<file path="src/rtl/uart_rx_8n1.sv">
// 8N1 UART receiver: 2-flop synchronised RX, mid-bit sampling, one-cycle VALID/FERR strobes.
// A stop bit sampled low parks the receiver until the line returns high.
module uart_rx_8n1 #(
   parameter int CLKS_PER_BIT = 103,
   parameter int HALF_BIT     = CLKS_PER_BIT / 2,
   parameter int DATA_BITS    = 8
) (
   input  logic                 CLK,
   input  logic                 RESETN,
   input  logic                 RX,
   output logic [DATA_BITS-1:0] DATA,
   output logic                 VALID,
   output logic                 FERR,
   output logic                 BUSY
);

   localparam int CW = $clog2(CLKS_PER_BIT);
   localparam int BW = (DATA_BITS > 1) ? $clog2(DATA_BITS) : 1;

   localparam logic [CW-1:0] C_HALF_END = CW'(HALF_BIT - 1);
   localparam logic [CW-1:0] C_BIT_END  = CW'(CLKS_PER_BIT - 1);
   localparam logic [BW-1:0] C_LAST_BIT = BW'(DATA_BITS - 1);

   typedef enum logic [2:0] {
      S_IDLE,
      S_START,
      S_DATA,
      S_STOP,
      S_WAIT_HIGH
   } state_t;

   logic                 r_sync1;
   logic                 r_sync2;
   logic                 w_rxs;

   state_t               r_state;
   state_t               w_state_nxt;
   logic [CW-1:0]        r_cnt;
   logic [CW-1:0]        w_cnt_nxt;
   logic [BW-1:0]        r_bit;
   logic [BW-1:0]        w_bit_nxt;
   logic [DATA_BITS-1:0] r_shift;
   logic [DATA_BITS-1:0] r_data;
   logic                 r_valid;
   logic                 r_ferr;
   logic                 r_busy;

   logic                 w_shift_en;
   logic                 w_load;
   logic                 w_valid_nxt;
   logic                 w_ferr_nxt;

   // Synchroniser resets to 1 so a reset never looks like a start edge.
   always_ff @(posedge CLK or negedge RESETN) begin
      if (!RESETN) begin
         r_sync1 <= 1'b1;
         r_sync2 <= 1'b1;
      end else begin
         r_sync1 <= RX;
         r_sync2 <= r_sync1;
      end
   end

   assign w_rxs = r_sync2;

   always_ff @(posedge CLK or negedge RESETN) begin
      if (!RESETN) begin
         r_state <= S_IDLE;
         r_cnt   <= '0;
         r_bit   <= '0;
         r_data  <= '0;
         r_valid <= 1'b0;
         r_ferr  <= 1'b0;
         r_busy  <= 1'b0;
      end else begin
         r_state <= w_state_nxt;
         r_cnt   <= w_cnt_nxt;
         r_bit   <= w_bit_nxt;
         r_valid <= w_valid_nxt;
         r_ferr  <= w_ferr_nxt;
         r_busy  <= (w_state_nxt != S_IDLE);
         if (w_load) begin
            r_data <= r_shift;
         end
      end
   end

   // Shift register is pure datapath; it is fully overwritten by every frame.
   always_ff @(posedge CLK) begin
      if (w_shift_en) begin
         r_shift <= {w_rxs, r_shift[DATA_BITS-1:1]};
      end
   end

   always_comb begin
      w_state_nxt = r_state;
      w_cnt_nxt   = r_cnt + 1'b1;
      w_bit_nxt   = r_bit;
      w_shift_en  = 1'b0;
      w_load      = 1'b0;
      w_valid_nxt = 1'b0;
      w_ferr_nxt  = 1'b0;

      case (r_state)
         S_IDLE: begin
            w_cnt_nxt = '0;
            w_bit_nxt = '0;
            if (!w_rxs) begin
               w_state_nxt = S_START;
            end
         end

         S_START: begin
            if (r_cnt == C_HALF_END) begin
               w_cnt_nxt   = '0;
               w_state_nxt = w_rxs ? S_IDLE : S_DATA;
            end
         end

         S_DATA: begin
            if (r_cnt == C_BIT_END) begin
               w_cnt_nxt  = '0;
               w_shift_en = 1'b1;
               if (r_bit == C_LAST_BIT) begin
                  w_bit_nxt   = '0;
                  w_state_nxt = S_STOP;
               end else begin
                  w_bit_nxt = r_bit + 1'b1;
               end
            end
         end

         S_STOP: begin
            if (r_cnt == C_BIT_END) begin
               w_cnt_nxt = '0;
               if (w_rxs) begin
                  w_load      = 1'b1;
                  w_valid_nxt = 1'b1;
                  w_state_nxt = S_IDLE;
               end else begin
                  w_ferr_nxt  = 1'b1;
                  w_state_nxt = S_WAIT_HIGH;
               end
            end
         end

         // Break or stuck-low line: wait for high before hunting for a start bit.
         S_WAIT_HIGH: begin
            w_cnt_nxt = '0;
            if (w_rxs) begin
               w_state_nxt = S_IDLE;
            end
         end

         default: begin
            w_cnt_nxt   = '0;
            w_bit_nxt   = '0;
            w_state_nxt = S_IDLE;
         end
      endcase
   end

   assign DATA  = r_data;
   assign VALID = r_valid;
   assign FERR  = r_ferr;
   assign BUSY  = r_busy;

endmodule
</file>
<file path="config.mk">
export PLATFORM = sky130hd
export DESIGN_NAME = uart_rx_8n1
export DESIGN_NICKNAME = d
export VERILOG_FILES = /design/src/rtl/uart_rx_8n1.sv
export SDC_FILE = /design/constraint.sdc
export NUM_CORES = 1
export LEC_CHECK = 0
export CORE_MARGIN = 2
export CORE_UTILIZATION = 55
export DETAILED_ROUTE_END_ITERATION = 8
export HOLD_SLACK_MARGIN = 0.15
export PLACE_DENSITY = 0.76
export SYNTH_ARGS = -nofsm -noshare
export SYNTH_HDL_FRONTEND = slang
export SYNTH_SLANG_ARGS = --single-unit
</file>
<file path="constraint.sdc">
create_clock -name CLK -period 3.9 [get_ports CLK]
set_clock_uncertainty 0.05 [all_clocks]
set_input_delay 0.78 -clock CLK [delete_from_list [all_inputs] [get_ports CLK]]
set_output_delay 0.78 -clock CLK [all_outputs]
set_load 0.02 [all_outputs]
</file>
**After elaboration in Yosys (flattened, before gate mapping)**

Cells that the tools add are included.

- Add/subtract/negate cells: 2
- $mul: 0
- Divide/modulo/power cells: 0
- $lt $le $gt $ge: 0
- Eq/ne operators: 8
- Shift operators: 0
- Multiplexer cells: 23
- Bitwise gates (word level): 1
- Reductions and logical operators: 5

Operator list:

| operator | count |
|---|---|
| 3-bit 2-to-1 mux | 9 |
| 3-bit case mux with 5 select lines | 1 |
| 7-bit 2-to-1 mux | 2 |
| 7-bit case mux with 2 select lines | 1 |
| 1-bit 2-to-1 mux | 8 |
| 7-bit by 1-bit adder with 7-bit output (second input constant) | 1 |
| 7-bit by 6-bit equality test with 1-bit output (second input constant) | 1 |
| 7-bit equality test (second input constant) | 1 |
| 3-bit by 2-bit equality test with 1-bit output (second input constant) | 2 |
| 3-bit equality test (second input constant) | 2 |
| 3-bit case mux with 2 select lines | 1 |
| 3-bit by 1-bit adder with 3-bit output (second input constant) | 1 |
| 3-bit by 1-bit equality test with 1-bit output (second input constant) | 1 |
| 3-bit logical NOT | 1 |
| 3-bit nonzero test | 1 |
| 3-bit OR reduction | 1 |
| 2-bit 2-to-1 mux | 1 |
| 2-bit != test (second input constant) | 1 |
| 2-bit AND reduction | 1 |
| 2-bit OR reduction | 1 |
| 1-bit NOT | 1 |

- Flip-flop bits (word level): 34
- Bits in latches: 0
- RAM bits: 0
- Memory bits (read-only): 0
- Output and inout bits: 11
- Memories kept: 0

**Longest topological paths before layout**

- Depth after elaboration: 5
- Mapped depth: 7
- Mapped depth without buffers: 6

**Worst setup path after synthesis**

Ideal clock, no wire load.

- Path kind: reg-to-reg
- Start: register r_cnt[0]
- End: register r_shift[0], enable pin
- Library setup time: 0.383 ns
- Arrival: 1.496 ns
- Required time: 3.467 ns
- Path slack: 1.971 ns
- Stages on the path, launching flop included: 6
- Cells stage by stage: dfrtp_1 inv_1 ha_1 and2b_2 nand2_1 nor3_1

- Cells in the longest elaborated chain, start to end: 3

Ends and longest elaborated chain:

| what | RTL line | RTL |
|---|---|---|
| from (decl) | 38 | `logic [CW-1:0] r_cnt;` |
| from (signal assigned) | 77 | `r_cnt <= w_cnt_nxt;` |
| 7-bit equality test | 121 | `if (r_cnt == C_BIT_END) begin` |
| 1-bit 2-to-1 mux | 121 |  |
| 1-bit 2-to-1 mux | 104 | `case (r_state)` |
| named net w_shift_en | 48 | `logic w_shift_en;` |
| to (signal assigned) | 91 | `r_shift <= {w_rxs, r_shift[DATA_BITS-1:1]};` |
| to (decl) | 42 | `logic [DATA_BITS-1:0] r_shift;` |

The timed path passes the listed nets, and every way through them passes these cells.
A chain may end at the register's enable or synchronous reset.

**Worst setup path after layout**

- Start: register r_cnt[0]
- End: register r_shift[7], enable pin

Same word-level chain as after synthesis.

==> flow_metrics.py <==
metrics = {
    "sta": {
        "setup_viol": 0,
        "final.min_clock_period_ps": 2330,
        "post-route-period-util": 0.598,
        "grt_setup_unrepaired": "no",
        "final_critical_path_setup_slack_ps": 1570,
        "final.setup.tns_ps": 0,
        "fmax_ghz": 0.428,
        "slew-limit-headroom": 0.247,
        "slew_viol_final": 0,
        "timing_worst_slew_pin_value_ps": 1130,
        "report.final.hold_viol_count": 0,
    },
    "power_and_ir_drop": {
        "vdd.ir_drop.worst_mv": 0.278,
        "power.static_leakage_uw": 0.000741,
        "total_power_uw": 580,
        "power.density_cell_area_nw_per_um2": 347,
    },
    "yosys": {
        "summed_instance_area_of_the_synthesized_netlist_sq_um": 1460,
        "number_of_flops_mapped_to_enable_cells_by_yosys": 8,
        "synth.yosys.warnings": 0,
        "ys_top_cells_by_area": "sky130_fd_sc_hd__dfrtp_1, sky130_fd_sc_hd__edfxtp_1, sky130_fd_sc_hd__mux2_4, sky130_fd_sc_hd__dfstp_2, sky130_fd_sc_hd__nor2_1",
        "netlist_instances": 112,
        "proportion_of_synthesized_chip_area_in_sequential_cells": 0.611,
        "synthesis.area_per_instance_sq_um": 13.1,
        "yosys.area.top_type_share": 0.411,
        "synth_fp_nets": 119,
        "ys_ff_latch": 34,
        "ys_async_sr_fraction": 0.765,
        "yosys.cell_types.count": 34,
        "ys.flop_type": "sky130_fd_sc_hd__dfrtp_1",
        "synthDominantAreaCellType": "sky130_fd_sc_hd__dfrtp_1",
    },
    "cts": {
        "worst_skew_pair.late_latency_ps": 340,
        "cts.repair_timing.setup_buffer_count": 0,
        "clock_tree_from_tritoncts": "yes",
        "clkTransAtPathRegs_ps": 100,
        "clock_tree.htree_level_count": 2,
        "max-clock-path-buffers": 2,
        "cts_inserted_buffers": 5,
        "clock_sink_count": 34,
        "cts_root_buffer": "sky130_fd_sc_hd__clkbuf_4",
        "cts-hold-fix-buffers": 0,
        "cts_resized": 0,
    },
    "detailed_routing": {
        "detailroute.via_count": 935,
        "dr.pass1.iters": 4,
        "detailroute.wirelength.met3_um": 139,
        "per_cell_routed_wire_length_um": 16.0,
        "route.final.wire_length_um": 2550,
        "drt-met1-wl_um": 1110,
        "highest-signal-layer": "met4",
        "final_antenna_net_count": 0,
        "viasPerCell": 5.84,
        "routed-wl-met2_um": 1240,
        "drcViolationCount": 0,
        "drt_iter0_markers": 29,
    },
    "setup_path": {
        "cp.arrival_ps": 2250,
        "cpPeakStageDelay_ps": 910,
        "cp_data_required_time_ps": 3810,
        "slowest_stage": "sky130_fd_sc_hd__nor3_1",
        "worst_setup_path_end_kind": "flip-flop",
        "cp_max_fo": 8,
        "cp_cell_sequence": "inv_1, ha_1, and2b_2, nand2_1, nor3_1",
        "worstSetupStartpointType": "flip-flop",
        "critPathKind": "reg -> reg",
    },
    "global_route": {
        "grt_start_max_net_pins": 27,
        "residual_overflow_from_global_routing": 0,
        "grtUsageTotal": 0.185,
        "grt_first_pass_wirelength_um": 4370,
        "initial_antenna_violation_count": 0,
        "first_global_vias": 921,
    },
    "cells_and_area": {
        "stdcell_area_sq_um": 1670,
        "number_of_nets_in_the_final_layout": 136,
        "layout.cells.most_common": "sky130_fd_sc_hd__dfrtp_1",
        "fillCellCount": 179,
        "drive_gt1_frac": 0.154,
        "layout.cells.most_common_list": "sky130_fd_sc_hd__dfrtp_1, sky130_fd_sc_hd__nor2_1, sky130_fd_sc_hd__clkdlybuf4s50_1, sky130_fd_sc_hd__mux2_4, sky130_fd_sc_hd__edfxtp_1",
        "area.growth.synth_to_final_pct": 14.3,
        "insertedDiodeCount": 0,
    },
    "floorplanning": {
        "start_util": 0.585,
        "die_width_um": 55.6,
        "die_h_um": 55.6,
        "row_count": 18,
        "design.core.area_sq_um": 2500,
        "boundaryPins": 14,
        "die_area_sq_um": 3090,
    },
    "worst_hold_path": {
        "hp-class": "reg -> reg",
    },
    "run_status": {
        "status": "finished, final reports clean",
    },
    "job": {
        "drv.max_cap_violation_count": 0,
    },
    "placed_design": {
        "dpl-instance-area_sq_um": 1610,
        "portBuffers": 13,
        "post-dp-hpwl_um": 1730,
        "detailedPlace.worstSlack_ps": 1620,
        "place_congestion": 0.897,
    },
}
## kinds of logic (layout without fill, tap and decap cells)
group,Yosys count,after routing,synth area share
simple gates,37,37,0.138
fa+ha+maj,4,4,0.0342
compound gates,18,18,0.0821
mux,8,8,0.0821
xor+xnor,5,5,0.0299
flops,34,34,0.611
buf+inv,6,24,0.0231
## Yosys cell counts, drive strengths merged (2+ instances only)
cell	n
o21ai	7
dfrtp	24
nand3	3
inv	3
ha	4
xor2	2
nand2b	2
nor3b	2
xnor2	3
mux2	8
edfxtp	8
dfstp	2
buf	2
nor2	14
nor3	2
nand2	5
a22oi	5
## layer usage
layer  vias up  track usage
li1        436            -
met1       456        0.244
met2        36        0.272
met3         7       0.0628
met4         0       0.0976
met5         -            0
## stage by stage
step | hold slack, ps | instances | util
after floorplan | 295 | 112 | -
after global placement | 299 | 152 | 0.643
after detailed placement | 299 | 152 | 0.643
after CTS | 315 | 160 | 0.669
after global routing | 310 | 160 | 0.669
final | 315 | 160 | 0.669
## power by group
part           internal (uW)  leakage (uW)  switching, uW
Clock                   86.6     0.0000343            120
Sequential               365      0.000408          0.853
Combinational           1.85      0.000298           5.38
## worst max-delay path, delay by kind of cell, from the launching register on
kind	cells	cell delay [ps]
flip-flops	1	420
adder cells (fa/ha/maj)	1	190
AND/OR/NAND/NOR	3	1230
buffers and inverters	1	80
## final cells by class
type	count	area, sq um	area share
Inverter	3	11.3	0.00674
Timing Repair Buffer	13	130	0.0778
Sequential cell	34	893	0.534
Tap cell	30	37.5	0.0225
Multi-Input combinational cell	72	536	0.320
Clock inverter	2	12.5	0.00749
Clock buffer	6	51.3	0.0307
## path summary, 6_finish.rpt
path | cells after the start | start | end | slack, ps
max in group asynchronous | 1 | RESETN | r_cnt[4] | 2140
min reg2reg | 0 | r_sync1 | r_sync2 | 310
max reg2reg | 5 | r_cnt[0] | r_shift[7] | 1570
max | 5 | r_cnt[0] | r_shift[7] | 1570
min | 0 | r_sync1 | r_sync2 | 310
min in group asynchronous | 1 | RESETN | DATA[2] | 980
## sequential cells by signal, summed over array words and instances (netlist names)
name	cells
DATA	8
r_shift	8
r_cnt	7
r_bit	3
r_state	3
BUSY	1
FERR	1
VALID	1
r_sync1	1
r_sync2	1
Power figures use the tool's default switching activity.
==> RTL edit 1: new RTL, config.mk and constraints unchanged <==
Put one more register stage on the output `FERR`, with the module's reset. The value now appears one clock later. The other outputs are not delayed to match. Comments in the files are not updated.
--- a/src/rtl/uart_rx_8n1.sv
+++ b/src/rtl/uart_rx_8n1.sv
@@ -162,7 +162,13 @@
 
    assign DATA  = r_data;
    assign VALID = r_valid;
-   assign FERR  = r_ferr;
+   always_ff @(posedge CLK or negedge RESETN) begin
+      if (!RESETN) begin
+         FERR <= '0;
+      end else begin
+         FERR <= r_ferr;
+      end
+   end
    assign BUSY  = r_busy;
 
 endmodule
Behaviour: same outputs for any inputs over 10 cycles, from zero or initial values and one cycle with RESETN low; that may be too few to reach the edited logic, so the function may still have changed.
==> RTL edit 1 against the original RTL <==
  * Worst setup slack worse by 0.052 ns
  * Critical path depth stayed put
  * Die area is 1.6% higher
  * Global-route usage is 0.28 points lower
  * Area after synthesis is 1.7% higher
  * Routed wire length is 0.47% lower
  * Design area is 2.5% higher
  * Power is 4.1% higher
  * Sequential cell count is 1 higher
  * Hold slack worse by 0.0064 ns
  * Via count is 5.5% lower
  * Critical path type unchanged
  * Largest cell class unchanged
==> RTL edit 1: results (changes against the original RTL) <==
** Critical path
- The largest fanout on the critical path was 8 (unchanged).
- Arrival time at the worst endpoint :: 2.29 ns (+0.04 ns)
- Worst reg2reg path endpoint :: r_shift[5]
- The startpoint identified for the worst register-to-register timing path is r_cnt[0].
- Worst-case register-to-register setup slack :: 1.51 ns (-0.05 ns)
- Reg2reg path depth :: 5 (unchanged)

** Timing
- Number of hold violations in the final report :: 0 (unchanged)
- The worst slew margin relative to its limit is 0.184 (-0.0628).
- The final sum of negative setup slack is 0 ns (unchanged).

** Hold path
- Min-Delay Startpoint :: r_ferr
- Hold endpoint :: FERR
- Hold path cells :: 0 (unchanged)
- Class of the most critical hold timing path :: reg2reg

** Synthesis
- Async set-reset flop share out of synthesis :: 0.771 (+0.00672)
- By area the synthesized netlist is led by sky130_fd_sc_hd__dfrtp_1 (42%), sky130_fd_sc_hd__edfxtp_1 (16%), sky130_fd_sc_hd__mux2_4 (8.1%), sky130_fd_sc_hd__dfstp_2 (3.5%), sky130_fd_sc_hd__nor2_1 (3.5%).
- The number of nets in the synthesized netlist is 120 (+0.84%).
- Ranked by instance count, the synthesized netlist is headed by sky130_fd_sc_hd__dfrtp_1 (25), sky130_fd_sc_hd__nor2_1 (14), sky130_fd_sc_hd__edfxtp_1 (8), sky130_fd_sc_hd__mux2_4 (8), sky130_fd_sc_hd__o21ai_0 (7).
- The total of warnings raised by yosys came to 0 (unchanged).
- Sequential area share after synthesis :: 0.617 (+0.00655)
- Number of enable flip-flop cells after synthesis :: 8 (unchanged)

** Pwr
- Leakage power :: 0.763 nW (+3.0%)
- The sequential cell fraction of total power was 0.623 (-0.007).
- The internal portion of total power was 0.000483 W (+6.6%).
- The highest ir drop seen on vdd is 0.329 mV (+19%).
- The share of total power in the clock network was 0.363 (+0.006).

** Global route
- The wire length of the first global-routing pass is 4330 um (-1.1%).
- Maximum number of pins on one net before global-route repair :: 27 (unchanged)
- Vias in the first global route :: 926 (+0.54%)
- Initial antenna violation count :: 0 (unchanged)
- The total global-route track usage came to 0.182 (-0.00279).

** Clock network
- The CTS clock-pin slew for the worst setup and hold paths was 0.10 ns (about the same).
- Clock insertion delay at the later pin of the skew report :: 0.33 ns
- The CTS buffer count came to 5 (unchanged).
- The number of buffers inserted to repair setup after CTS came to 0 (unchanged).

** Finish
- The final layout net count is 138 (+1.5%).
- The number of diodes added for antenna fixing came to 0 (unchanged).
- Fraction of layout instances using a drive strength above 1 :: 0.159 (+0.00524)
- The final-layout fill cell count came to 202 (+13%).

** Placed design
- Routability Congestion :: 0.920 (+2.6%)
- Sum of net half-perimeters after detailed placement :: 1770 um (+2.7%)

** Run status
- Run status :: finished clean

** Detailed routing
- Final wirelength :: 2540 um (-0.47%)
- Via count :: 884 (-5.5%)
- Initial drt markers :: 23 (-21%)
==> RTL edit 1: changes by cell type after synthesis, sizes merged <==
cell   delta
dfrtp     +1
==> RTL edit 1: critical path, cell delays in order (launching register included) <==
cell,delay (ns)
sky130_fd_sc_hd__dfrtp_1,0.43
sky130_fd_sc_hd__inv_1,0.07
sky130_fd_sc_hd__ha_1,0.18
sky130_fd_sc_hd__and2b_2,0.17
sky130_fd_sc_hd__nand2_1,0.12
sky130_fd_sc_hd__nor3_1,0.99
==> RTL edit 1: layer usage <==
layer  GRT usage  up-vias  part of all wire
met5           0        -                 0
met4      0.0714        0            0.0075
met3      0.0721        4             0.050
met2       0.257       20              0.46
met1       0.253      418              0.48
li1            -      442                 -
==> RTL edit 1: layout make-up <==
cell class | instances | area, um^2 | area share
clock inverter | 1 | 7.51 | 0.00438
clock buffer | 7 | 65.1 | 0.0380
inverter | 3 | 11.3 | 0.00657
timing repair buffer | 14 | 138 | 0.0804
multi-input combinational | 72 | 536 | 0.313
sequential | 35 | 918 | 0.536
tap | 30 | 37.5 | 0.0219
==> RTL edit 1: worst max path at each step <==
| stage | startpoint | to | slack [ns] | depth (start not counted) |
|---|---|---|---|---|
| floorplan | r_cnt[0] | r_shift[0] | 1.97 | 5 |
| global placement | RESETN | r_sync1 | 1.67 | 2 |
| detailed placement | r_cnt[0] | r_shift[3] | 1.60 | 5 |
| CTS | r_cnt[0] | r_shift[5] | 1.56 | 5 |
| global route | r_cnt[0] | r_shift[5] | 1.40 | 5 |
| finish | r_cnt[0] | r_shift[5] | 1.51 | 5 |
==> RTL edit 1: cell families (layout without fill, tap and decap cells) <==
family          count (synthesis)  in the layout  share of synthesized area
simple gates                   37             37                      0.135
flops                          35             35                      0.617
compound gates                 18             18                     0.0808
mux                             8              8                     0.0807
buf+inv                         6             25                     0.0227
xor+xnor                        5              5                     0.0294
fa+ha+maj                       4              4                     0.0336
==> RTL edit 1: through the flow <==
| step | instance area, um^2 | worst slack, ns | instances | total power (W) | hold slack, ns |
|---|---|---|---|---|---|
| after detailed placement | 1640 | 1.60 | 154 | 0.000392 | 0.286 |
| after CTS | 1710 | 1.56 | 162 | 0.000612 | 0.309 |
| final | 1710 | 1.51 | 162 | 0.000603 | 0.308 |
| after floorplan | 1490 | 1.97 | 113 | 0.000383 | 0.281 |
| after global placement | 1640 | 1.67 | 154 | 0.000392 | 0.284 |
| after global routing | 1710 | 1.40 | 162 | 0.000629 | 0.318 |
==> RTL edit 2: new RTL, config.mk and constraints unchanged <==
Without the edit above. Change the parameter `DATA_BITS` from 8 to 16.
--- a/src/rtl/uart_rx_8n1.sv
+++ b/src/rtl/uart_rx_8n1.sv
@@ -3,7 +3,7 @@
 module uart_rx_8n1 #(
    parameter int CLKS_PER_BIT = 103,
    parameter int HALF_BIT     = CLKS_PER_BIT / 2,
-   parameter int DATA_BITS    = 8
+   parameter int DATA_BITS    = 16
 ) (
    input  logic                 CLK,
    input  logic                 RESETN,
Ports: changed (resized DATA); port bits go from 14 to 22. The function was not compared with the original's and may differ.
==> RTL edit 2 against the original RTL <==
  * Clock power increased by 42%
  * Critical endpoint is now r_bit[3]
  * Area after synthesis increased by 41%
  * Non-clock buffer count increased by 9
  * Count of clock-buffer cells in the layout unchanged
  * Utilization decreased by 0.58 points
  * Power increased by 47%
  * Design area increased by 44%
  * Sequential cell count increased by 17
  * Maximum frequency increased by 5.1%
  * Worst setup slack improved by 0.11 ns
  * Routed wire length increased by 28%
==> RTL edit 2: results (changes against the original RTL) <==
** Run status
- Run status :: finished clean

** Finish
- Fraction of layout instances using a drive strength above 1 :: 0.219 (+0.0651)
- Fin nets :: 174 (+28%)

** Synthesis
- The multiplexer area fraction after synthesis is 0.0873 (+0.00520).
- The fraction of registers with async set/reset is 0.686 (-0.0784).
- Most frequent cells after synthesis :: sky130_fd_sc_hd__dfrtp_1 (33), sky130_fd_sc_hd__edfxtp_1 (16), sky130_fd_sc_hd__mux2_2 (16), sky130_fd_sc_hd__nor2_1 (13), sky130_fd_sc_hd__o21ai_0 (6)
- Post-synthesis share of cell area spent on xor and xnor gates :: 0.0212 (-0.00872)
- Synth Net Count :: 147 (+24%)
- The compound-gate portion of the synthesized area came to 0.0625 (-0.0197).
- Post-Synth Adder-Cell Area :: 0.0182 (-0.0160)

** Placed design
- Routability Congestion :: 0.846 (-5.7%)

** Critical path
- Arrival time at the worst endpoint :: 2.40 ns (+0.15 ns)
- The depth of the worst register-to-register path came to 4 (-1).
- Worst-case register-to-register setup slack :: 1.68 ns (+0.11 ns)

** Detailed routing
- The routed length on met1 is 1500 um (+35%).
- DR WL/cell :: 15.1 um (-5.6%)
- Met3 WL :: 126 um (-9.4%)
- The iteration-0 DRC count of the detailed router came to 48 (+66%).

** Global route
- Met1 demand-to-capacity share in global routing :: 0.217 (-0.0263)
- Maximum number of pins on one net before global-route repair :: 36 (+33%)
- The wire length of the first global-routing pass came to 5470 um (+25%).
- The via count of the first global-routing pass was 1167 (+27%).

** Timing
- Final period util :: 0.569 (-0.0292)
- Final worst hold slack :: 0.309 ns (-0.00579 ns)
- Least-Margin Pin Slew :: 0.835 ns (-0.291 ns)

** Clock network
- Clock tree synthesis selected as its root buffer the cell sky130_fd_sc_hd__clkbuf_8.

** Pwr
- Final total power :: 0.000855 W (+47%)
- Leakage power :: 1.07 nW (+45%)
==> RTL edit 2: final cells by class <==
cell class,instances,share of cell area
sequential,51,0.564
multi-input combinational,84,0.278
timing repair buffer,22,0.0904
clock buffer,6,0.0301
tap,48,0.0249
inverter,4,0.00623
clock inverter,2,0.00571
==> RTL edit 2: critical path, cell delays in order (launching register included) <==
cell and delay (ns):
sky130_fd_sc_hd__dfrtp_1 0.52, sky130_fd_sc_hd__or3b_2 0.56, sky130_fd_sc_hd__nor3_4 0.66, sky130_fd_sc_hd__nand4_1 0.18, sky130_fd_sc_hd__o21ai_0 0.17
==> RTL edit 2: path summary, 6_finish.rpt <==
check                                 from  endpoint
min in group asynchronous           RESETN      BUSY
worst max-delay path            r_state[0]  r_bit[3]
worst min-delay path               r_sync1   r_sync2
worst max register to register  r_state[0]  r_bit[3]
max in group asynchronous           RESETN   r_sync1
worst min register to register     r_sync1   r_sync2
